`src/rtl/wasm_pkg.sv`:
```
// Shared WASM core types: FPU opcodes, trap codes and the FPU issue FSM states,
// plus small opcode-classification helpers.
package wasm_pkg;

    typedef enum logic [4:0] {
        FPU_ADD      = 5'd0,
        FPU_SUB      = 5'd1,
        FPU_MUL      = 5'd2,
        FPU_DIV      = 5'd3,
        FPU_MIN      = 5'd4,
        FPU_MAX      = 5'd5,
        FPU_COPYSIGN = 5'd6,
        FPU_ABS      = 5'd7,
        FPU_NEG      = 5'd8,
        FPU_CEIL     = 5'd9,
        FPU_FLOOR    = 5'd10,
        FPU_TRUNC    = 5'd11,
        FPU_NEAREST  = 5'd12,
        FPU_SQRT     = 5'd13,
        FPU_EQ       = 5'd14,
        FPU_NE       = 5'd15,
        FPU_LT       = 5'd16,
        FPU_GT       = 5'd17,
        FPU_LE       = 5'd18,
        FPU_GE       = 5'd19
    } fpu_op_t;

    typedef enum logic [2:0] {
        TRAP_NONE         = 3'd0,
        TRAP_UNREACHABLE  = 3'd1,
        TRAP_INT_OVERFLOW = 3'd2,
        TRAP_INT_DIV_ZERO = 3'd3,
        TRAP_INVALID_CONV = 3'd4,
        TRAP_FPU_TIMEOUT  = 3'd5
    } trap_t;

    typedef enum logic [1:0] {
        IDLE  = 2'd0,
        ISSUE = 2'd1,
        WAIT  = 2'd2,
        RESP  = 2'd3
    } fpu_issue_state_t;

    function automatic logic fpu_is_unary(input fpu_op_t op);
        case (op)
            FPU_ABS, FPU_NEG, FPU_CEIL, FPU_FLOOR,
            FPU_TRUNC, FPU_NEAREST, FPU_SQRT: fpu_is_unary = 1'b1;
            default:                          fpu_is_unary = 1'b0;
        endcase
    endfunction

    function automatic logic fpu_is_cmp(input fpu_op_t op);
        case (op)
            FPU_EQ, FPU_NE, FPU_LT, FPU_GT, FPU_LE, FPU_GE: fpu_is_cmp = 1'b1;
            default:                                        fpu_is_cmp = 1'b0;
        endcase
    endfunction

    function automatic logic fpu_is_nan64(input logic [63:0] v);
        fpu_is_nan64 = (&v[62:52]) && (|v[51:0]);
    endfunction

endpackage

```
`src/rtl/wasm_fpu_issue.sv`:
```
// FPU request initiator: one registered issue beat per request, watchdog on the FPU reply.
// Optional statistics counters are built when WASM_FPU_ISSUE_STATS_EN is defined.
module wasm_fpu_issue
    import wasm_pkg::*;
#(
    parameter int TAG_W          = 4,
    parameter int TIMEOUT_CYCLES = 64
) (
    input  logic             clk,
    input  logic             rst,
    input  logic             req_valid,
    output logic             req_ready,
    input  fpu_op_t          req_op,
    input  logic [63:0]      req_a,
    input  logic [63:0]      req_b,
    input  logic [TAG_W-1:0] req_tag,
    output logic             fpu_valid_in,
    output fpu_op_t          fpu_op,
    output logic [63:0]      fpu_a,
    output logic [63:0]      fpu_b,
    input  logic             fpu_valid_out,
    input  logic [63:0]      fpu_result,
    input  trap_t            fpu_trap,
    output logic             rsp_valid,
    input  logic             rsp_ready,
    output logic [63:0]      rsp_data,
    output logic             rsp_is_i32,
    output logic [TAG_W-1:0] rsp_tag,
    output trap_t            rsp_trap,
    output logic             busy,
    output logic [31:0]      stat_issued,
    output logic [31:0]      stat_nan,
    output logic [31:0]      stat_stall
);

    localparam int              WD_W    = (TIMEOUT_CYCLES > 0) ? $clog2(TIMEOUT_CYCLES + 1) : 1;
    localparam logic [WD_W-1:0] WD_LAST = WD_W'((TIMEOUT_CYCLES > 0) ? TIMEOUT_CYCLES - 1 : 0);
    localparam logic            WD_EN   = (TIMEOUT_CYCLES > 0);

    fpu_issue_state_t r_state;
    fpu_issue_state_t w_next;
    logic             w_capture;
    logic             w_timeout;
    fpu_op_t          r_fpu_op;
    logic [63:0]      r_fpu_a;
    logic [63:0]      r_fpu_b;
    logic [TAG_W-1:0] r_tag;
    logic [63:0]      r_rsp_data;
    trap_t            r_rsp_trap;
    logic [WD_W-1:0]  r_wd;

    // State register
    always_ff @(posedge clk or posedge rst) begin
        if (rst) begin
            r_state <= IDLE;
        end else begin
            r_state <= w_next;
        end
    end

    // Next-state decode; the watchdog fires on the last permitted WAIT cycle
    always_comb begin
        w_next    = r_state;
        w_capture = 1'b0;
        w_timeout = 1'b0;
        case (r_state)
            IDLE: begin
                if (req_valid) w_next = ISSUE;
                else           w_next = IDLE;
            end
            ISSUE: begin
                if (fpu_valid_out) begin
                    w_capture = 1'b1;
                    w_next    = RESP;
                end else begin
                    w_next    = WAIT;
                end
            end
            WAIT: begin
                if (fpu_valid_out) begin
                    w_capture = 1'b1;
                    w_next    = RESP;
                end else if (WD_EN && (r_wd == WD_LAST)) begin
                    w_timeout = 1'b1;
                    w_next    = RESP;
                end else begin
                    w_next    = WAIT;
                end
            end
            RESP: begin
                if (rsp_ready) w_next = IDLE;
                else           w_next = RESP;
            end
            default: w_next = IDLE;
        endcase
    end

    // Request latch, response capture and watchdog count
    always_ff @(posedge clk or posedge rst) begin
        if (rst) begin
            r_fpu_op   <= FPU_ADD;
            r_fpu_a    <= 64'd0;
            r_fpu_b    <= 64'd0;
            r_tag      <= '0;
            r_rsp_data <= 64'd0;
            r_rsp_trap <= TRAP_NONE;
            r_wd       <= '0;
        end else begin
            if ((r_state == IDLE) && req_valid) begin
                r_fpu_op <= req_op;
                r_fpu_a  <= req_a;
                r_fpu_b  <= fpu_is_unary(req_op) ? 64'd0 : req_b;
                r_tag    <= req_tag;
            end
            if (w_capture) begin
                r_rsp_data <= fpu_is_cmp(r_fpu_op) ? {63'd0, fpu_result[0]} : fpu_result;
                r_rsp_trap <= fpu_trap;
            end else if (w_timeout) begin
                r_rsp_data <= 64'd0;
                r_rsp_trap <= TRAP_FPU_TIMEOUT;
            end
            if (r_state == WAIT) r_wd <= r_wd + WD_W'(1);
            else                 r_wd <= '0;
        end
    end

    assign req_ready    = (r_state == IDLE);
    assign fpu_valid_in = (r_state == ISSUE);
    assign rsp_valid    = (r_state == RESP);
    assign busy         = (r_state != IDLE);
    assign fpu_op       = r_fpu_op;
    assign fpu_a        = r_fpu_a;
    assign fpu_b        = r_fpu_b;
    assign rsp_data     = r_rsp_data;
    assign rsp_trap     = r_rsp_trap;
    assign rsp_tag      = r_tag;
    assign rsp_is_i32   = fpu_is_cmp(r_fpu_op);

`ifdef WASM_FPU_ISSUE_STATS_EN
    logic [31:0] r_stat_issued;
    logic [31:0] r_stat_nan;
    logic [31:0] r_stat_stall;

    // Saturating activity counters
    always_ff @(posedge clk or posedge rst) begin
        if (rst) begin
            r_stat_issued <= 32'd0;
            r_stat_nan    <= 32'd0;
            r_stat_stall  <= 32'd0;
        end else begin
            if ((r_state == ISSUE) && (r_stat_issued != 32'hFFFF_FFFF))
                r_stat_issued <= r_stat_issued + 32'd1;
            if (w_capture && !fpu_is_cmp(r_fpu_op) && fpu_is_nan64(fpu_result)
                && (r_stat_nan != 32'hFFFF_FFFF))
                r_stat_nan <= r_stat_nan + 32'd1;
            if ((r_state == RESP) && !rsp_ready && (r_stat_stall != 32'hFFFF_FFFF))
                r_stat_stall <= r_stat_stall + 32'd1;
        end
    end

    assign stat_issued = r_stat_issued;
    assign stat_nan    = r_stat_nan;
    assign stat_stall  = r_stat_stall;
`else
    assign stat_issued = 32'd0;
    assign stat_nan    = 32'd0;
    assign stat_stall  = 32'd0;
`endif

endmodule

```
`config.mk`:
```
export PLATFORM = sky130hd
export DESIGN_NAME = wasm_fpu_issue
export DESIGN_NICKNAME = d
export VERILOG_FILES = /design/src/rtl/wasm_pkg.sv /design/src/rtl/wasm_fpu_issue.sv
export SDC_FILE = /design/constraint.sdc
export NUM_CORES = 1
export LEC_CHECK = 0
export CAP_MARGIN = 20
export CORE_AREA = 2 2 199 201
export CTS_BUF_LIST = sky130_fd_sc_hd__clkbuf_2
export DETAILED_ROUTE_END_ITERATION = 12
export DIE_AREA = 0 0 201 203
export PLACE_DENSITY = 0.62
export SLEW_MARGIN = 10
export SYNTH_ARGS = -nofsm -noshare
export SYNTH_HDL_FRONTEND = slang
export SYNTH_SLANG_ARGS = --single-unit
export TNS_END_PERCENT = 5
```
`constraint.sdc`:
```
create_clock -name clk -period 9.2 [get_ports clk]
set_input_delay 2.3 -clock clk [delete_from_list [all_inputs] [get_ports clk]]
set_output_delay 2.3 -clock clk [all_outputs]
set_load 0.03 [all_outputs]
```
* Yosys cells after proc, flatten, opt, wreduce, memory -nomap -nowiden *
Cells that the tools add are included.

storage, ports and cells
  logic and storage cells = 55
  bits of input ports = 209
  register bits = 213
  output and inout port bits = 305

operators by class
  eq/ne operators = 17
  multiplexer cells = 22
  add/subtract/negate cells = 1
  reduce and logical (&&, ||, !) cells = 7

operators with widths
  operator                                                                count
  64-bit two-way mux                                                      4
  5-bit by 4-bit equality test with 1-bit output (second input constant)  8
  5-bit equality test (second input constant)                             4
  1-bit two-way mux                                                       13
  2-bit one-hot mux with 4 select lines                                   1
  7-bit by 1-bit adder with 7-bit output (second input constant)          1
  7-bit by 6-bit equality test with 1-bit output (second input constant)  1
  7-bit two-way mux                                                       1
  7-bit OR reduction                                                      1
  3-bit two-way mux                                                       2
  6-bit OR reduction                                                      1
  5-bit by 3-bit equality test with 1-bit output (second input constant)  1
  2-bit equality test (second input constant)                             2
  2-bit nonzero test                                                      2
  2-bit by 1-bit equality test with 1-bit output (second input constant)  1
  2-bit logical NOT                                                       1
  2-bit two-way mux                                                       1
  2-bit OR reduction                                                      1
  1-bit logical AND                                                       1

* Depth between registers and ports, before layout *
  depth in word-level cells = 6
  depth in mapped cells = 7
  mapped depth without buffers = 5

* Worst setup path before layout *
No wires, ideal clock.

  path type = reg2out
  start = reg r_fpu_op[4] (netlist: fpu_op[4])
  end = out rsp_is_i32
  slack = 5.528 ns
  data required time = 6.900 ns
  cell stages (with the launch flop) = 3
  path buffers = 0
  data arrival time = 1.372 ns
  cells stage by stage = dfrtp_1 -> inv_1 -> o31ai_1

between the ends
  cells in the longest elaborated chain, start to end = 3
  elaborated cells between the ends (all ways) = 8
  those cells by class = eq/ne (6); mux (1); reduce/logical (1)

RTL lines
  item                                                                                   RTL line               source
  start: declaration                                                                     wasm_fpu_issue.sv:44   fpu_op_t r_fpu_op;
  start signal: assignment                                                               wasm_fpu_issue.sv:110  r_fpu_op <= req_op;
  5-bit by 4-bit equality test with 1-bit output or 5-bit equality test (tied branches)  wasm_pkg.sv:53         case (op)
  6-bit OR reduction (*)                                                                 wasm_pkg.sv:53
  1-bit two-way mux (*)                                                                  wasm_pkg.sv:53
  end: declaration                                                                       wasm_fpu_issue.sv:27   output logic rsp_is_i32,

Mark *: on every way between the ends. The rest lies on a longest branch, timed or not.

* Worst setup path in the final report *
  start = reg r_state[1]
  end = out req_ready

between the ends
  cells in the longest elaborated chain, start to end = 1

RTL lines
  item                      RTL line               source
  start: declaration        wasm_fpu_issue.sv:40   fpu_issue_state_t r_state;
  start signal: assignment  wasm_fpu_issue.sv:57   r_state <= w_next;
  2-bit logical NOT         wasm_fpu_issue.sv:127  assign req_ready = (r_state == IDLE);
  end: declaration          wasm_fpu_issue.sv:12   output logic req_ready,

Every way passes these cells.

==> run metrics <==
starting density of the core 0.234; maximum vdd drop 0.153 mV; CTS H-Tree Depth 2; # setup viols final 0; first drt pass iteration count 4; critical path class reg -> out; max-cap violations 0; CP max stage cell clkdlybuf4s50_1; area leader, netlist dfrtp_1; global route overflow 0; # hold bufs at CTS 0; top-count cell post-synth nand2_1; CP delay by family, top buffers and inverters; postcts setup bufs 0; buffer levels on the longest clock path 3; Core Area 0.0385 sq mm; DIE HEIGHT 203 microns; critical path launch point type flip-flop; CTS tree yes; Die ar. 0.0408 sq mm; clock root buffer master clkbuf_2; worst setup margin 4450 ps; DIE WIDTH 201 microns; Top FF cell, synth dfrtp_1; HP Class reg -> reg; post-CTS sizing 0; Flop pwr share 0.321; Tcrit/Tclk final 0.516; vias in the first global route 7760; initial antenna violation count 2; share of the synthesized area in the top cell type 0.591; outcome complete, no violations; Slew @ Worst Pin 937 ps; Post-Route Setup TNS 0 ps; PD cells 358 mW/mm^2; Post-synth ARST share 1.00; first-pass GRT wire length 44.2 mm; Clock Latency Late Sink 930 ps; GRT Util Overall 0.137; pre-CTS setup slack 4440 ps; ranking of synthesized cells by area dfrtp_1, nand2_1, buf_4, a22o_2, o21ai_0; Detail Route Antenna Nets 0; worst path arrival time 2450 ps; Clk pin slew, worst setup/hold paths 90 ps; I/O Buffers 417; hold path cells 2; WL final 28.8 mm; fraction of layout cells with a size suffix above 1 0.118; max incr delay on CP 740 ps; cells after synthesis 891; Avg Inst Size Synth 10.1 sq um; synthesis-stage register bit count 213; row count 72; Synth warnings 0; r2r startpoint r_state[1]; Gate power share 0.545; Final HPWL DP 20.3 mm; internal power 2.68 mW; number of enable flip-flop cells after synthesis 0; post-layout minimum cycle time 4750 ps; Sw Pwr 2.24 mW; top layer in use met5; critical path endpoint category output port; DR WL met3 2.54 mm; pin count of the biggest net entering global routing 88; synthesized area 0.00902 sq mm; WL/cell 15.3 microns; Reg2Reg Capture Point fpu_b[41]; Layout Nets 1541; Via Count 7562; Synth top cells by count nand2_1, dfrtp_1, buf_4; Residual DRC 0; cells along the critical path inv_1 -> ha_1 -> clkdlybuf4s50_1; Max Fclk 211 MHz; clock sink count 213; Final Hold Viols 0; R2R Setup Slk 6520 ps; WL met1 11.4 mm; sink of the worst hold path fpu_a[1]; distinct cell type count after synthesis 37; reg2reg path depth 6; Met2 Routed Length 14.2 mm; sequential area share after synthesis 0.591; Layout area overhead 52.3%; Worst Skew 75.7 ps; sw frac 0.455; Slew HR 0.375; hold wc startpoint fpu_a[1]; initial DRC count 268; total CTS buffers 59; Avg Vias per Cell 4.01; Leak 6.41 nW; Top Ports 514; critical path required time 6900 ps; WP depth 3; Pwr Total 4.92 mW; unrepaired setup endpoints after global routing false; Final Slew Violations 0; Clk pwr share 0.134; CP Buf/Inv Count 2; gpl congestion 0.786; CP max FO 6
## cell families (layout without fill, tap and decap cells)
| family | Yosys count | count (layout) | share of synthesized area |
|---|---|---|---|
| fa+ha+maj | 5 | 5 | 0.00694 |
| flops | 213 | 213 | 0.591 |
| other cells | 1 | 97 | 0.000416 |
| buf+inv | 150 | 532 | 0.118 |
| simple gates | 375 | 375 | 0.164 |
| xor+xnor | 3 | 3 | 0.00291 |
| compound gates | 144 | 144 | 0.118 |
## state kept, by name, summed over array words and instances (netlist names)
| name | cells |
|---|---|
| fpu_a | 64 |
| fpu_b | 64 |
| fpu_op | 5 |
| r_state | 2 |
| r_wd | 7 |
| rsp_data | 64 |
| rsp_tag | 4 |
| rsp_trap | 3 |
## how the worst max path moves through the flow
stage	end	from	slack (ps)
after global routing	req_ready	r_state[1]	4220
after detailed placement	fpu_b[13]	req_valid	4440
after global placement	fpu_b[35]	req_valid	4490
final	req_ready	r_state[1]	4450
after CTS	req_ready	r_state[1]	4250
after floorplan	fpu_a[0]	rst	1080
## placed cells by master, fill, tap and decap left out, drive strengths merged, types with 2 or more instances in the layout
master	instances
a21oi	4
a31o	2
buf	7
dfrtp	213
o21ai	69
ha	5
nand3	3
and3	2
xnor2	2
nand4b	2
nor2b	2
nor2	5
a22o	63
clkdlybuf4s50	417
clkbuf	89
nand2	351
conb	96
and4b	2
and2	6
inv	7
clkinv	12
## per-stage QoR
| stage | hold WS (ps) | std cells | util | instance area (sq um) |
|---|---|---|---|---|
| 3_5_place_dp | 461 | 1784 | 0.344 | 13200 |
| 6_report | 478 | 1887 | 0.357 | 13700 |
| 2_1_floorplan | 450 | 986 | - | 9380 |
| 3_3_place_gp | 457 | 1784 | 0.344 | 13200 |
| 4_1_cts | 484 | 1886 | 0.357 | 13700 |
| 5_1_grt | 500 | 1887 | 0.357 | 13700 |
## per-layer routing
metal | track usage | up-vias
met5 | 0 | -
li1 | - | 3599
met1 | 0.158 | 3550
met4 | 0.0590 | 2
met3 | 0.0474 | 58
met2 | 0.232 | 353
## power groups by stage
stage | clock network [mW] | logic [mW] | registers [mW]
after detailed placement | 0 | 2.71 | 1.60
after global routing | 0.752 | 2.86 | 1.64
after CTS | 0.711 | 2.72 | 1.58
after floorplan | 0 | 0.839 | 2.37
final | 0.659 | 2.68 | 1.58
after global placement | 0 | 2.69 | 1.58
## final cells by class
cell class	instances	area, sq um
Clock buffer	89	445
Tap cell	518	648
Fill cell	3937	24700
Timing Repair Buffer	424	4230
Multi-Input combinational cell	623	3000
Sequential cell	213	5330
Inverter	6	30.0
Clock inverter	13	52.6
Antenna cell	1	2.50
## worst register-to-register path: stages, from the launching register on
cell     delay (ps)
dfrtp_1         440
inv_1           100
ha_1            310
and2_4          570
buf_4           810
nand2_1         220
o21ai_0         170
No activity file was read; power rests on OpenSTA's default activity.
